**src/rtl/data_mem_arbiter.sv**
```systemverilog
// data_mem_arbiter: shares the single-port data memory between the CPU LSU and a debug/DMA port.
// Ports: clk, rst_n (async, active-low); cpu_* / dbg_* requester ports (req, we, addr, wdata,
//   sign_mask in; gnt, ack, rdata, err out); mem_* command registers out; mem_read_data and
//   mem_clk_stall in from the memory.
// Build option: define DATA_MEM_ARB_RR_EN for round-robin arbitration, otherwise the CPU has fixed priority.
module data_mem_arbiter #(
  parameter int TIMEOUT_CYCLES = 15
) (
  input  logic        clk,
  input  logic        rst_n,
  input  logic        cpu_req,
  input  logic        cpu_we,
  input  logic [31:0] cpu_addr,
  input  logic [31:0] cpu_wdata,
  input  logic [3:0]  cpu_sign_mask,
  output logic        cpu_gnt,
  output logic        cpu_ack,
  output logic [31:0] cpu_rdata,
  output logic        cpu_err,
  input  logic        dbg_req,
  input  logic        dbg_we,
  input  logic [31:0] dbg_addr,
  input  logic [31:0] dbg_wdata,
  input  logic [3:0]  dbg_sign_mask,
  output logic        dbg_gnt,
  output logic        dbg_ack,
  output logic [31:0] dbg_rdata,
  output logic        dbg_err,
  output logic [31:0] mem_addr,
  output logic [31:0] mem_write_data,
  output logic [3:0]  mem_sign_mask,
  output logic        mem_memread,
  output logic        mem_memwrite,
  input  logic [31:0] mem_read_data,
  input  logic        mem_clk_stall
);
  typedef enum logic [1:0] {IDLE, ISSUE, BUSY} state_t;
  state_t state, state_n;
  logic owner_dbg, owner_we, seen_stall, pick_dbg, issue, done, tmo, fin, sel_we;
  logic [7:0] cnt;
`ifdef DATA_MEM_ARB_RR_EN
  logic last_dbg;
  // On a tie the port that was not granted last wins.
  assign pick_dbg = dbg_req & (~cpu_req | ~last_dbg);
`else
  assign pick_dbg = dbg_req & ~cpu_req;
`endif
  assign sel_we = pick_dbg ? dbg_we : cpu_we;
  assign fin = done | tmo;
  always_comb begin
    state_n = state;
    issue = 1'b0;
    done = 1'b0;
    tmo = 1'b0;
    case (state)
      IDLE: begin
        // A stall seen in IDLE is a leftover operation (e.g. across a reset): wait it out.
        issue = ~mem_clk_stall & (cpu_req | dbg_req);
        state_n = issue ? ISSUE : IDLE;
      end
      ISSUE: state_n = BUSY;
      BUSY: begin
        done = seen_stall & ~mem_clk_stall;
        tmo = ~done & (cnt == 8'(TIMEOUT_CYCLES - 1));
        state_n = (done | tmo) ? IDLE : BUSY;
      end
      default: state_n = IDLE;
    endcase
  end
  always_ff @(posedge clk or negedge rst_n)
    if (!rst_n) begin
      state <= IDLE;
`ifdef DATA_MEM_ARB_RR_EN
      last_dbg <= 1'b1;
`endif
      owner_dbg <= 1'b0;
      owner_we <= 1'b0;
      seen_stall <= 1'b0;
      cnt <= '0;
      cpu_gnt <= 1'b0;
      cpu_ack <= 1'b0;
      cpu_rdata <= '0;
      cpu_err <= 1'b0;
      dbg_gnt <= 1'b0;
      dbg_ack <= 1'b0;
      dbg_rdata <= '0;
      dbg_err <= 1'b0;
      mem_addr <= '0;
      mem_write_data <= '0;
      mem_sign_mask <= '0;
      mem_memread <= 1'b0;
      mem_memwrite <= 1'b0;
    end else begin
      state <= state_n;
      cpu_gnt <= issue & ~pick_dbg;
      dbg_gnt <= issue & pick_dbg;
      mem_memread <= issue & ~sel_we;
      mem_memwrite <= issue & sel_we;
      cpu_ack <= fin & ~owner_dbg;
      dbg_ack <= fin & owner_dbg;
      if (issue) begin
`ifdef DATA_MEM_ARB_RR_EN
        last_dbg <= pick_dbg;
`endif
        owner_dbg <= pick_dbg;
        owner_we <= sel_we;
        mem_addr <= pick_dbg ? dbg_addr : cpu_addr;
        mem_write_data <= pick_dbg ? dbg_wdata : cpu_wdata;
        mem_sign_mask <= pick_dbg ? dbg_sign_mask : cpu_sign_mask;
      end
      if (state == ISSUE) begin
        seen_stall <= 1'b0;
        cnt <= '0;
      end else if (state == BUSY) begin
        seen_stall <= seen_stall | mem_clk_stall;
        cnt <= cnt + 8'd1;
      end
      if (fin && owner_dbg) dbg_err <= tmo;
      if (fin && !owner_dbg) cpu_err <= tmo;
      // Timeout forces rdata to 0; a good completion updates rdata only for loads.
      if ((tmo || (done && !owner_we)) && owner_dbg) dbg_rdata <= tmo ? '0 : mem_read_data;
      if ((tmo || (done && !owner_we)) && !owner_dbg) cpu_rdata <= tmo ? '0 : mem_read_data;
    end
endmodule

```
**config.mk**
```make
export PLATFORM = sky130hd
export DESIGN_NAME = data_mem_arbiter
export DESIGN_NICKNAME = d
export VERILOG_FILES = /design/src/rtl/data_mem_arbiter.sv
export SDC_FILE = /design/constraint.sdc
export NUM_CORES = 1
export LEC_CHECK = 0
export BUFFER_PORTS_ARGS = -buffer_cell sky130_fd_sc_hd__clkbuf_2
export CAP_MARGIN = 25
export CORE_ASPECT_RATIO = 0.7
export CORE_MARGIN = 2
export CORE_UTILIZATION = 32
export CTS_BUF_LIST = sky130_fd_sc_hd__clkbuf_2 sky130_fd_sc_hd__clkbuf_4 sky130_fd_sc_hd__clkbuf_8
export CTS_CLUSTER_SIZE = 30
export DETAILED_ROUTE_END_ITERATION = 10
export SLEW_MARGIN = 20
export SYNTH_ARGS = -nofsm -noshare
export SYNTH_HDL_FRONTEND = slang
export SYNTH_SLANG_ARGS = --single-unit
```
**constraint.sdc**
```tcl
create_clock -name clk -period 1.9 [get_ports clk]
set_input_delay 0.38 -clock clk [delete_from_list [all_inputs] [get_ports clk]]
set_output_delay 0.38 -clock clk [all_outputs]
set_load 0.03 [all_outputs]
```
### Word level (Yosys, flattened, before mapping)

Index checks and enable logic that the tools add are counted.

* bitwise gates (word level): 20
* muxes and demuxes: 15
* $add $sub $neg: 1
* eq/ne operators: 3
* reductions and logical operators: 10

Operator list (number)
* 2-to-1 mux 32 bit: 3
* 2-to-1 mux 8 bit: 2
* AND 1 bit: 10
* adder 8 x 1 -> 8 bit, second input constant: 1
* equality test 8 x 4 -> 1 bit, second input constant: 1
* 2-to-1 mux 1 bit: 7
* NOT 1 bit: 6
* one-hot mux 2 bit (3 select lines): 1
* logical AND 1 bit: 5
* 2-to-1 mux 4 bit: 1
* OR 1 bit: 4
* equality test 2 x 1 -> 1 bit, second input constant: 1
* equality test 2 bit, second input constant: 1
* zero test 1 bit: 2
* zero test 2 bit: 1
* 2-to-1 mux 2 bit: 1
* nonzero test 2 bit: 1
* logical OR 1 bit: 1

* register bits after elaboration: 153
* input port bits: 175

### Logic depth before layout (Yosys ltp)

* depth in word-level cells: 7
* depth in mapped cells: 8
* gate-level depth less buffers: 5

### Least setup slack after synthesis

OpenSTA, ideal clock, no wires.

* path type: reg-to-reg
* start: reg state[0]
* end: reg mem_addr[12]
* arrival: 1.615 ns
* required time: 1.834 ns
* setup slack: 0.219 ns
* path buffers: 3
* period minus slack after synthesis: 1.681 ns
* cell stages (with the launch flop): 9
* cells stage by stage: dfrtp_1 > inv_1 > ha_1 > nor4bb_1 > clkbuf_1 > buf_2 > buf_2 > a22oi_1 > nand2_1

* word-level cells in the longest chain between the ends: 2

Ends and longest elaborated chain
* start, declared: RTL line 38 `state_t state, state_n;`
* start signal, assigned: RTL line 94 `state <= state_n;`
* zero test 2 bit: RTL line 55 `case (state)`
* 2-to-1 mux 1 bit: RTL line 55
* end signal, assigned: RTL line 107 `mem_addr <= pick_dbg ? dbg_addr : cpu_addr;`
* end, declared: RTL line 29 `output logic [31:0] mem_addr,`

Every way passes these cells.
A chain may end at the register's enable or synchronous reset.

### Worst setup path after layout

* start: reg state[0]
* end: reg mem_write_data[30]

* word-level cells in the longest chain between the ends: 2

Ends and longest elaborated chain
* zero test 2 bit: RTL line 55
* 2-to-1 mux 1 bit: RTL line 55
* end signal, assigned: RTL line 108 `mem_write_data <= pick_dbg ? dbg_wdata : cpu_wdata;`
* end, declared: RTL line 30 `output logic [31:0] mem_write_data,`

Every way passes these cells.

==> results.cfg <==
[global_route]
grt_pass1_wl_mm = 36.5
grt_antenna_before_repair = 0
grt.overflow.total = 0
grt_pass1_vias = 6594
grt_max_degree = 94
grtUsageTotal = 0.195

[synth]
synth_compound_area_frac = 0.249
synth_top_area_share = 0.528
ys_seq_elements = 153
synthTopCellsByArea = dfrtp_1, a22oi_1, o21ai_0
post_synth_num_cell_types = 40
synthArstFlopShare = 1.00
synth.avg_cell_area_sq_um = 9.52
syn_inst = 762
yosysSeqAreaShare = 0.528
synth.most_common_cell = dfrtp_1
syn_nets = 943
synthFlopType = dfrtp_1
synth_top_family_by_area = compound AO/OA/AOI/OAI gates
yosys-top-cells-count = dfrtp_1, nand2_1, o21ai_0
yosys.area_share.simple = 0.164
synth_edf_count = 0
synth_fa_ha_area_frac = 0.0103
synth_top_area_cell = dfrtp_1
syn_area_sq_um = 7260
synth_xor_area_frac = 0.00121
yosys_warnings = 0
synth_mux_area_frac = 0.00414

[finish]
fin_nets = 1224
drive_gt1_frac = 0.356
num_antenna_cells = 0
syn_to_final_growth_pct = 32.3
fin_cells = 1341
layout.area.seq_sq_um = 3830
nFillCells = 2265
multi_input_comb_area_sq_um = 3150

[floorplan]
fp.dieW_um = 184
die_h_um = 130
boundaryPins = 315
coreArea_sq_um = 22400
dieArea_sq_um = 23900
start_util = 0.323
rows = 46

[clock_network]
cts_root_buf = clkbuf_8
clock_path_buffers = 2
clkLatencyLatePin_ps = 450
cts_buffers = 17
cts_max_level = 4
cts_tree = yes
cts.sinks = 153
clk_pin_slew_worst_paths_ps = 80

[power_and_ir_drop]
ir_drop_v = 0.000626
powerDensity_nw_per_um2 = 1460
finalPower_w = 0.0140
p_leak_nw = 4.86

[timing]
rsz0062_at_grt = false
finalCritPeriodShare = 0.929
tns_ps = 0
maxSlewHeadroom = 0.709
whs_ps = 145
setup_viol = 0
tightest_slew_ps = 435
finalWorstSetupSlack_ps = 134
slew_violations = 0
fmax_ghz = 0.566
fin_crit_ps = 1770
hold_viol_final = 0
final.setup_skew_ps = 15.0

[place]
io_buffers = 314
pre_cts_slack_ps = 127
place.gp.congestion = 0.847
dpl.hpwl_mm = 16.2
post-place-cells = 1311

[route]
vias = 6913
dr.pass1.iters = 6
avgViaCountPerCell = 5.16
drt-total-wl_mm = 23.3
dr.first_iter.drc_count = 522
antenna_left = 0
avgRoutedWirePerCell_um = 17.4
drc_errors = 0

[setup_path]
required_ps = 2280
critPathMaxFanout = 69
startpoint_type = register
setup.worst_path.end_class = register
critPathArrivalTime_ps = 2150
critical_path_class = reg2reg

[min_path]
hold_class = in2reg

[job]
cap_violations = 0

[run_status]
status = complete, no violations
-- where the power goes --
part           leakage [nW]  switching (W)  internal [W]
Clock                 0.175        0.00122       0.00108
Combinational          2.99        0.00455       0.00228
Sequential             1.69       0.000658       0.00425
Total                  4.86        0.00644       0.00761
-- layer usage --
metal | vias to the layer above | global-route usage | share of wire
met3 | 30 | 0.0505 | 0.058
met4 | 0 | 0.0621 | 0.018
met2 | 219 | 0.281 | 0.44
met5 | - | 0 | 0
li1 | 3313 | - | -
met1 | 3351 | 0.285 | 0.48
-- sequential cells by signal, summed over array words and instances (netlist names) --
name            flops
mem_addr           32
owner_dbg           1
cpu_err             1
seen_stall          1
cpu_rdata          32
mem_write_data     32
mem_memwrite        1
state               2
owner_we            1
dbg_err             1
cnt                 8
mem_memread         1
dbg_ack             1
dbg_rdata          32
cpu_gnt             1
mem_sign_mask       4
dbg_gnt             1
cpu_ack             1
-- layout by cell type, fill, tap and decap left out, types with 3 or more instances in the layout --
cell type,instances
clkbuf_2,313
dfrtp_1,152
nand2_1,136
o21ai_0,134
a22oi_1,98
nand3_1,32
a2bb2oi_1,31
and3b_1,30
clkbuf_8,19
buf_12,12
inv_1,8
o21ai_1,6
buf_4,6
nor2_1,5
a21oi_1,5
clkinv_2,5
nand2b_1,4
ha_1,4
nor2b_1,3
o22ai_1,3
mux2i_1,3
and2_1,3
a31oi_1,3
clkinvlp_4,3
-- timing repair --
item	CTS	global route
gates resized for setup	0	1
endpoints found under the setup margin	0	2
endpoints found under the hold margin	33	0
hold buffers	1	0
buffers inserted	0	0
-- final timing paths --
| path | endpoint | startpoint | cells past startpoint | slack (ps) |
|---|---|---|---|---|
| worst max-delay path | mem_write_data[30] | state[0] | 6 | 130 |
| worst min-delay path | mem_addr[2] | dbg_addr[2] | 3 | 150 |
| worst max register to register | mem_write_data[30] | state[0] | 6 | 130 |
| worst min register to register | mem_write_data[6] | mem_write_data[6] | 2 | 500 |
| max in group asynchronous | mem_write_data[20] | rst_n | 3 | 890 |
| min in group asynchronous | mem_addr[22] | rst_n | 2 | 390 |
-- cell type report --
type,instances,share of cell area
well taps,288,0.0375
flip-flops and latches,153,0.399
repair buffers,333,0.195
clock buffers,20,0.0280
multi-input cells,529,0.329
inverters,9,0.00352
clock inverters,9,0.00808
-- kinds of logic (layout without fill, tap and decap cells) --
group,Yosys count,count (layout)
AOI/OAI and AO/OA,285,285
and+or+nand+nor,234,234
DFF,153,153
buffers and inverters,80,371
adders and majority gates,6,6
muxes,3,3
xor gates and xnor gates,1,1
-- critical path: stages (launching register included) --
cell and delay, ps:
dfrtp_1 420, inv_1 120, ha_2 220, nor4bb_4 350, buf_12 320, a22oi_1 140, nand2_1 90
-- metrics by stage --
step,utilization,instance area [sq um]
floorplan,-,7260
global placement,0.412,9240
detailed placement,0.412,9240
CTS,0.427,9590
global route,0.428,9600
finish,0.428,9600
Power figures use the tool's default switching activity.
